--- src/rtl/alu_div_sequencer.sv ---
// Iterative 32-bit unsigned restoring divider that borrows the core ALU for
// every compare and subtract; one quotient bit per CMP/SUB cycle pair.
`timescale 1ns/1ps
module alu_div_sequencer #(
  parameter int         W      = 32,
  parameter logic [3:0] OP_OR  = 4'd1,
  parameter logic [3:0] OP_SUB = 4'd6,
  parameter logic [3:0] OP_SLT = 4'd7
) (
  input  logic         clk,
  input  logic         rst,
  input  logic         start,
  input  logic [W-1:0] dividend,
  input  logic [W-1:0] divisor,
  output logic         busy,
  output logic         done,
  output logic [W-1:0] quotient,
  output logic [W-1:0] remainder,
  output logic         div_by_zero,
  output logic [W-1:0] alu_x,
  output logic [W-1:0] alu_y,
  output logic [3:0]   alu_op,
  input  logic [W-1:0] alu_r,
  input  logic         alu_zero
);

  typedef enum logic [2:0] {IDLE, CHK, CMP, SUB, FIN} state_t;

  state_t       state;
  logic [W-1:0] dvs, q, rem;
  logic [4:0]   cnt;
  logic         ge, dbz;
  logic [W-1:0] s, q_nxt, rem_nxt;

  // Shifted partial remainder; its dropped MSB (rem[W-1]) is the carry that forces a subtract.
  assign s = {rem[W-2:0], q[W-1]};

  always_comb begin
    q_nxt   = ge ? {q[W-1:1], 1'b1} : q;
    rem_nxt = ge ? alu_r : rem;
  end

  always_comb begin
    alu_x  = '0;
    alu_y  = '0;
    alu_op = '0;
    case (state)
      CHK: begin
        alu_op = OP_OR;
        alu_x  = dvs;
      end
      CMP: begin
        alu_op = OP_SLT;
        alu_x  = s;
        alu_y  = dvs;
      end
      SUB: begin
        alu_op = OP_SUB;
        alu_x  = rem;
        alu_y  = dvs;
      end
      default: ;
    endcase
  end

  always_ff @(posedge clk or posedge rst) begin
    if (rst) begin
      state       <= IDLE;
      busy        <= 1'b0;
      done        <= 1'b0;
      quotient    <= '0;
      remainder   <= '0;
      div_by_zero <= 1'b0;
      dvs         <= '0;
      q           <= '0;
      rem         <= '0;
      cnt         <= '0;
      ge          <= 1'b0;
      dbz         <= 1'b0;
    end else begin
      done <= 1'b0;
      case (state)
        IDLE: begin
          if (start) begin
            dvs   <= divisor;
            q     <= dividend;
            busy  <= 1'b1;
            state <= CHK;
          end
        end
        CHK: begin
          if (alu_zero) begin
            // q still holds the latched dividend here
            dbz         <= 1'b1;
            quotient    <= '1;
            remainder   <= q;
            div_by_zero <= 1'b1;
            done        <= 1'b1;
            state       <= FIN;
          end else begin
            dbz   <= 1'b0;
            rem   <= '0;
            cnt   <= 5'd31;
            state <= CMP;
          end
        end
        CMP: begin
          ge    <= rem[W-1] | (alu_r == '0);
          rem   <= s;
          q     <= {q[W-2:0], 1'b0};
          state <= SUB;
        end
        SUB: begin
          rem <= rem_nxt;
          q   <= q_nxt;
          if (cnt == 5'd0) begin
            quotient    <= q_nxt;
            remainder   <= rem_nxt;
            div_by_zero <= dbz;
            done        <= 1'b1;
            state       <= FIN;
          end else begin
            cnt   <= cnt - 5'd1;
            state <= CMP;
          end
        end
        FIN: begin
          busy  <= 1'b0;
          state <= IDLE;
        end
        default: begin
          busy  <= 1'b0;
          state <= IDLE;
        end
      endcase
    end
  end

endmodule

--- config.mk ---
export PLATFORM = sky130hd
export DESIGN_NAME = alu_div_sequencer
export DESIGN_NICKNAME = d
export VERILOG_FILES = /design/src/rtl/alu_div_sequencer.sv
export SDC_FILE = /design/constraint.sdc
export NUM_CORES = 1
export LEC_CHECK = 0
export BUFFER_PORTS_ARGS = -buffer_cell sky130_fd_sc_hd__buf_4
export CAP_MARGIN = 0
export CORE_MARGIN = 10
export CORE_UTILIZATION = 53
export CTS_BUF_LIST = sky130_fd_sc_hd__clkbuf_16
export DETAILED_ROUTE_END_ITERATION = 8
export PLACE_DENSITY = 0.81
export SKIP_CTS_REPAIR_TIMING = 1
export SYNTH_ARGS = -nofsm -noshare
export SYNTH_HDL_FRONTEND = slang
export SYNTH_SLANG_ARGS = --single-unit
export TNS_END_PERCENT = 20
--- constraint.sdc ---
create_clock -name clk -period 6.05 [get_ports clk]
set_input_delay 0.9075 -clock clk [delete_from_list [all_inputs] [get_ports clk]]
set_output_delay 0.9075 -clock clk [all_outputs]
set_load 0.05 [all_outputs]
After elaboration in Yosys (flattened, before gate mapping)
Cells that the tools add are included.
{"block": "op_classes", "n_addsub": 1, "eq_ne": 8, "muxes": 30, "bitwise": 2, "n_reduce_logical": 14}
{"cell": "one-hot mux 32 bit (3 select lines)", "n": 3}
{"cell": "two-way mux 32 bit", "n": 8}
{"cell": "one-hot mux 32 bit (2 select lines)", "n": 2}
{"cell": "zero test 32 bit", "n": 1}
{"cell": "one-hot mux 3 bit (4 select lines)", "n": 1}
{"cell": "two-way mux 5 bit", "n": 2}
{"cell": "!= test 2 bit, second input constant", "n": 5}
{"cell": "one-hot mux 5 bit (2 select lines)", "n": 1}
{"cell": "two-way mux 3 bit", "n": 3}
{"cell": "one-hot mux 3 bit (3 select lines)", "n": 1}
{"cell": "AND reduction 2 bit", "n": 4}
{"cell": "== test 3 x 2 -> 1 bit, second input constant", "n": 2}
{"cell": "two-way mux 1 bit", "n": 6}
{"cell": "one-hot mux 1 bit (2 select lines)", "n": 3}
{"cell": "AND reduction 3 bit", "n": 2}
{"cell": "nonzero test 3 bit", "n": 2}
{"cell": "zero test 5 bit", "n": 1}
{"cell": "subtractor 5 x 1 -> 5 bit, second input constant", "n": 1}
{"cell": "== test 3 x 1 -> 1 bit, second input constant", "n": 1}
{"cell": "zero test 3 bit", "n": 1}
{"cell": "OR reduction 3 bit", "n": 1}
{"cell": "nonzero test 2 bit", "n": 1}
{"cell": "OR reduction 2 bit", "n": 1}
{"cell": "inverter 1 bit", "n": 1}
{"cell": "bitwise OR 1 bit", "n": 1}
{"block": "word_totals", "reg_bits": 173, "inputBits": 100, "out_inout_bits": 135, "wordCells": 67}

Depth between registers and ports, before layout
Gate-level depths: netlist (run 1).
{"block": "logic_depth", "ltp_word": 4, "ltp_mapped": 8, "ltp_nobuf": 6}

Worst setup path after synthesis (run 1)
No wires, ideal clock.
{"block": "synth_timing", "path_kind": "register to output", "start": "register state[2]", "end": "output port alu_y[22]", "t_arrival_ps": 1863, "required_ps": 5142, "setup_slack_ps": 3279, "path_stages_with_launch": 5, "n_path_buf": 1, "cell_sequence": "dfrtp_1 > nand2b_1 > inv_1 > clkbuf_1 > and2_1"}
{"block": "synth_between", "elab_chain_cells": 3, "elab_cells_between_ends": 4, "classes_between": "eq/ne (2); mux (1); reduce/logical (1)"}
{"item": "from (decl)", "line": "29", "source": "state_t state;"}
{"item": "from (signal assigned)", "line": "68", "source": "state <= IDLE;"}
{"item": "from (signal assigned)", "line": "88", "source": "state <= CHK;"}
{"item": "from (signal assigned)", "line": "99", "source": "state <= FIN;"}
{"item": "== test 3 x 2 -> 1 bit", "line": "47", "source": "case (state)"}
{"item": "OR reduction 2 bit (no line) (*)"}
{"item": "two-way mux 32 bit (*)", "line": "47"}
{"item": "to (decl)", "line": "21", "source": "output logic [W-1:0] alu_y,"}
Every way passes the cells marked *; elsewhere a longest branch is shown, timed or not.

Final worst setup path (run 1)
{"block": "layout_timing", "start": "register state[1]", "end": "output port alu_y[14]"}
Same word-level chain as after synthesis.

==> flow_summary.toml, run 1 <==
[timing]
setup_viol = 0
fin_crit_sh_pct = 65.4
setup_tns_ns = 0
worst_slew_pin_slew_ns = 1.23
setup_ws_ns = 2.09
hold_viol = 0
slew_headroom_pct = 17.7
drv_slew = 0
skew_ns = 0.00975
fmax_mhz = 253
grt_setup_unrepaired = "false"
finalCriticalPeriod_ns = 3.96

[power_and_ir_drop]
powerDensity_nw_per_um2 = 635
cellLeakagePower_nw = 5.18
vdd_drop_max_mv = 0.293
p_total_mw = 6.96

[cts]
cts.sinks = 173
insertion_delay_ns = 0.44
cts_buffer_depth = 2
cts.root.buffer_cell = "clkbuf_16"
cts-htree-levels = 4
cts_tree = "done"
cts_buffers = 17
path_clk_slew_ns = 0.07

[drt]
drtAntennaViolNets = 0
first_pass_iters = 5
drtIter0Drc = 627
wl_per_cell_um = 19.8
vias_per_cell = 5.67
routed_wl_um = 26700
drc = 0
vias = 7636

[layout]
nets = 1219
final_area_sq_um = 11000
drive_gt1_share_pct = 28.6
syn_to_final_growth_pct = 28.2
n_antenna_cell = 0

[global_route]
grt_pass1_wl_um = 41300
use_met3_pct = 8.57
grt_overflow = 0
grt_max_degree = 69
groute.usage.overall_pct = 23.9
antenna_found_initial = 0
top_usage_layer = "met2"
grtUsageMet1_pct = 31.1
grt_pass1_vias = 7434
use_met2_pct = 36.7

[logic_synthesis]
syn-num-nets = 1027
netlist_area_sq_um = 8550
yosysSeqAreaShare_pct = 50.6
ys_warn_count = 0
netlist.area_leader.share_pct = 50.6
asyncSetResetFlopFracSynth_pct = 100
synth_largest_area_cell = "dfrtp_1"
ys_types = 36
ys_ff_latch = 173
synth_edf_count = 0
avgSynthCellArea_sq_um = 9.24
ys.flop_type = "dfrtp_1"
syn_inst = 926
synthTopCellsByArea = "dfrtp_1 (51%), nand2_1 (8.9%), o21ai_0 (5.4%)"

[die]
ios = 235
dieArea_sq_um = 21600
dieWidth_um = 147
initial_core_util_pct = 54.0
chipHeight_um = 147
core.rowCount = 46
core_sq_um = 15800

[worst_hold_path]
hp-class = "register to register"
min-delay-start = "remainder[14]$_DFFE_PP0P_"

[placement]
place.gp.congestion = 0.871
dp_worst_setup_slack_ns = 2.60
place_hpwl_um = 19200
io_buffers = 233
placed_area_sq_um = 10400

[setup_path]
worstReg2RegStart = "state[1]$_DFFE_PP0P_"
slowest_stage = "dfrtp_2"
path_cells = "nand2b_1 -> buf_4 -> inv_1 -> and2_1 -> buf_4"
cpMostUsedCell = "buf_4"
crit_type = "register to output pin"
worstSetupStartpointType = "register"
endpoint_kind = "output pin"
r2r_slack_ns = 2.59
cp_max_fo = 47
required_ns = 5.14
critPathArrivalTime_ns = 3.05
critical_path.startpoint = "state[1]$_DFFE_PP0P_"
max_stage_delay_ns = 1.02

[run_status]
status = "finished clean"

[job]
drv_cap = 0
-- registers in the layout (all words and copies together), names as in the netlist, 3 cells and up --
signal / flops
q: 32
state: 3
quotient: 32
dvs: 32
remainder: 32
rem: 32
cnt: 5
-- cell usage in the layout (no fill, tap or decap), drive strengths merged, types with 33 or more instances in the layout --
cell and count:
a21oi 35, a22oi 33, buf 247, dfrtp 173, mux2i 33, nand2 202, nor2 108, o21ai 99
-- cell usage after synthesis (all sizes together) (2+ instances only) --
cell type and count:
nor2 108, mux2 32, nor3 2, nand2 202
buf 38, nand2b 5, clkbuf 36, a21oi 35
nor4 9, o22a 32, nand4 2, o21ai 99
a221o 32, dfrtp 173, mux2i 33, nor2b 4
nor4b 2, a22oi 33, inv 6, and2 32
-- critical path, delay by kind of cell (launching register included) --
kind                   cells  cell delay, ns
DFF                        1            1.02
and+or+nand+nor            2            0.36
buffers and inverters      3            1.21
-- where the power goes --
group | internal [mW] | switching (mW) | leakage, nW
clock network | 0.657 | 0.489 | 0.299
logic | 1.23 | 2.48 | 2.89
registers | 1.59 | 0.520 | 1.99
total | 3.47 | 3.49 | 5.18
-- logic make-up (layout without fill, tap and decap cells) --
kind of cell	count (synthesis)	in the layout	share of synthesized area, %
AO/OA/AOI/OAI	236	236	18.4
adder cells (fa/ha/maj)	1	1	0.146
buffers and inverters	80	285	4.32
flip-flops	173	173	50.6
multiplexers	65	65	8.07
other	1	1	0.0438
AND/OR/NAND/NOR	370	370	18.4
-- per-layer routing --
metal / vias up / share of wire [%]
met1: 3673 / 43
met4: 0 / 1.8
met5: - / 0
met3: 32 / 10
met2: 342 / 46
li1: 3589 / -
-- stage by stage --
stage	instances	utilization, %	hold slack, ns
3_5_place_dp	1315	65.4	0.473
5_1_grt	1347	69.3	0.513
6_report	1347	69.3	0.485
4_1_cts	1347	69.3	0.488
3_3_place_gp	1315	65.4	0.463
2_1_floorplan	926	-	0.456
-- area by class of cell --
type,count,area (sq um)
clock inverters,15,185
clock buffers,17,425
well taps,216,270
inverters,6,27.5
fillers,1219,4860
multi-input cells,673,3870
flip-flops and latches,173,4330
repair buffers,247,1850
-- final timing paths --
check                                             to  depth (start not counted)
max in group asynchronous  remainder[25]$_DFFE_PP0P_                          3
min in group asynchronous        dvs[21]$_DFFE_PP0P_                          2
min reg2reg                remainder[14]$_DFFE_PP0P_                          2
max                                        alu_y[14]                          5
min                        remainder[14]$_DFFE_PP0P_                          2
max reg2reg                  quotient[0]$_DFFE_PP0P_                          4
Power figures use the tool's default switching activity.
==> run 2: changes to the inputs <==
==> constraint.sdc (replaced) <==
create_clock -name clk -period 3.8 [get_ports clk]
set_input_delay 0.57 -clock clk [delete_from_list [all_inputs] [get_ports clk]]
set_output_delay 0.57 -clock clk [all_outputs]
set_load 0.05 [all_outputs]
==> run 2 against run 1 <==
Net effect: flip-flop and latch count unchanged; clock-buffer cell count unchanged; first-iteration DRC count down 14%; utilization up 0.36 points; register-to-register slack worse by 1.6 ns; design area up 0.52%; total power up 60%; global-route usage up 0.12 points; worst setup slack worse by 1.2 ns; critical endpoint is now alu_x[30]; largest cell class unchanged.
==> flow_summary.toml, run 2 (synthesis gave the netlist of run 1 again) <==
[layout]
nets = 1220
final_common_cell = "buf_4"
n_antenna_cell = 0
fillCellCount = 1267
finalNonFillerCells = 1348
drive_gt1_share_pct = 28.7
final_area_sq_um = 11000
syn_to_final_growth_pct = 28.9
layout_common_cells = "buf_4 (247), nand2_1 (202), dfrtp_1 (171)"

[setup_path]
r2r_slack_ns = 1.00
max_stage_delay_ns = 0.45
path_cells = "buf_4 -> nor2b_2 -> buf_4 -> a22oi_1 -> nor2_1 -> buf_4"
cp_max_fo = 46
endpoint_kind = "output pin"
slowest_stage = "buf_4"
required_ns = 3.23
cpMostUsedCell = "buf_4"
critPathArrivalTime_ns = 2.38
crit_buf_inv = 3
worstSetupStartpointType = "register"
crit_type = "register to output pin"
critPathTopFamily = "buffers and inverters"

[global_route]
grt_pass1_wl_um = 42100
antenna_found_initial = 0
grt_overflow = 0
grt_max_degree = 174
groute.usage.overall_pct = 24.0
grt_pass1_vias = 7584

[cts]
insertion_delay_ns = 0.43
path_clk_slew_ns = 0.07
cts_buffer_depth = 2
cts-htree-levels = 4
cts.root.buffer_cell = "clkbuf_16"
cts.sinks = 173
cts_buffers = 17
cts_tree = "done"

[timing]
fin_crit_sh_pct = 77.7
fmax_mhz = 339
skew_ns = 0.0112
fin_hold_ws_ns = 0.327
drv_slew = 0
finalCriticalPeriod_ns = 2.95
setup_viol = 0
hold_viol = 0
setup_tns_ns = 0
slew_headroom_pct = 18.6
worst_slew_pin_slew_ns = 1.22
grt_setup_unrepaired = "false"

[power_and_ir_drop]
cellLeakagePower_nw = 5.20
clockPowerShare_pct = 17.3
p_int_mw = 5.61
switching_share_pct = 49.7
powerDensity_nw_per_um2 = 1010
comb_power_share_pct = 53.0
pwr-share-seq_pct = 29.8
p_sw_mw = 5.55
vdd_drop_max_mv = 0.482

[drt]
first_pass_iters = 5
drtIter0Drc = 537
routed_wl_um = 26600
vias = 7649
vias_per_cell = 5.67
drc = 0
wl_per_cell_um = 19.7
drtAntennaViolNets = 0

[placement]
placed_area_sq_um = 10400
io_buffers = 233
placedCellCount = 1316
place_hpwl_um = 19000
place.gp.congestion = 0.861

[die]
dieWidth_um = 147
core_sq_um = 15800
chipHeight_um = 147
ios = 235
dieArea_sq_um = 21600
core.rowCount = 46
initial_core_util_pct = 54.0

[run_status]
status = "finished clean"

[worst_hold_path]
hp-class = "primary input to register"

[job]
drv_cap = 0
-- run 2: changes by cell type in the layout (fill, tap and decap cells not counted), sizes merged --
| cell | before | now |
|---|---|---|
| clkinvlp | 2 | 1 |
| bufinv | 3 | 4 |
| clkinv | 4 | 3 |
| inv | 12 | 13 |
| buf | 247 | 248 |
-- run 2: worst paths after layout --
path                                            from                         to  depth (start not counted)
setup / recovery                state[1]$_DFFE_PP0P_                  alu_x[30]                          6
setup reg to reg                state[1]$_DFFE_PP0P_          q[26]$_DFFE_PP0P_                          6
hold / removal                           divisor[23]        dvs[23]$_DFFE_PP0P_                          3
min in group asynchronous                        rst        dvs[23]$_DFFE_PP0P_                          3
hold reg to reg            remainder[22]$_DFFE_PP0P_  remainder[22]$_DFFE_PP0P_                          2
max in group asynchronous                        rst       state[1]$_DFFE_PP0P_                          3
-- run 2: cell type report --
cell class / instances / area [sq um] / area share [%]
clock inverter: 15 / 224 / 2.03
sequential: 173 / 4330 / 39.3
tap: 216 / 270 / 2.45
inverter: 6 / 26.3 / 0.238
multi-input combinational: 673 / 3870 / 35.1
clock buffer: 17 / 425 / 3.86
timing repair buffer: 248 / 1870 / 17.0
-- run 2: power by group through the flow --
stage | sequential [mW] | combinational, mW | clock [mW]
detailed placement | 3.33 | 5.92 | 0
finish | 3.32 | 5.91 | 1.93
global placement | 3.31 | 5.81 | 0
global route | 3.42 | 6.38 | 2.03
CTS | 3.30 | 5.95 | 1.95
floorplan | 3.68 | 3.80 | 0
-- run 2: worst register-to-register path, stage by stage (launching register included) --
cell and delay (ns):
dfrtp_2 0.36, buf_4 0.45, nor2b_2 0.25, buf_4 0.32
nand2b_1 0.70, o21ai_0 0.49, a21oi_1 0.11
-- run 2: metal layers --
metal  GRT usage [%]  vias up  part of all wire [%]
met4            6.94        0                   1.7
met2            36.8      301                    46
li1                -     3595                     -
met5               0        -                     0
met1            33.1     3722                    45
met3            5.77       31                   7.3
-- run 2: stage by stage --
| stage | setup slack [ns] | util, % | total power [mW] |
|---|---|---|---|
| 6_report | 0.848 | 69.6 | 11.2 |
| 5_1_grt | 0.703 | 69.6 | 11.8 |
| 3_5_place_dp | 1.05 | 65.5 | 9.25 |
| 4_1_cts | 0.835 | 69.6 | 11.2 |
| 2_1_floorplan | 1.02 | - | 7.47 |
| 3_3_place_gp | 1.13 | 65.5 | 9.12 |
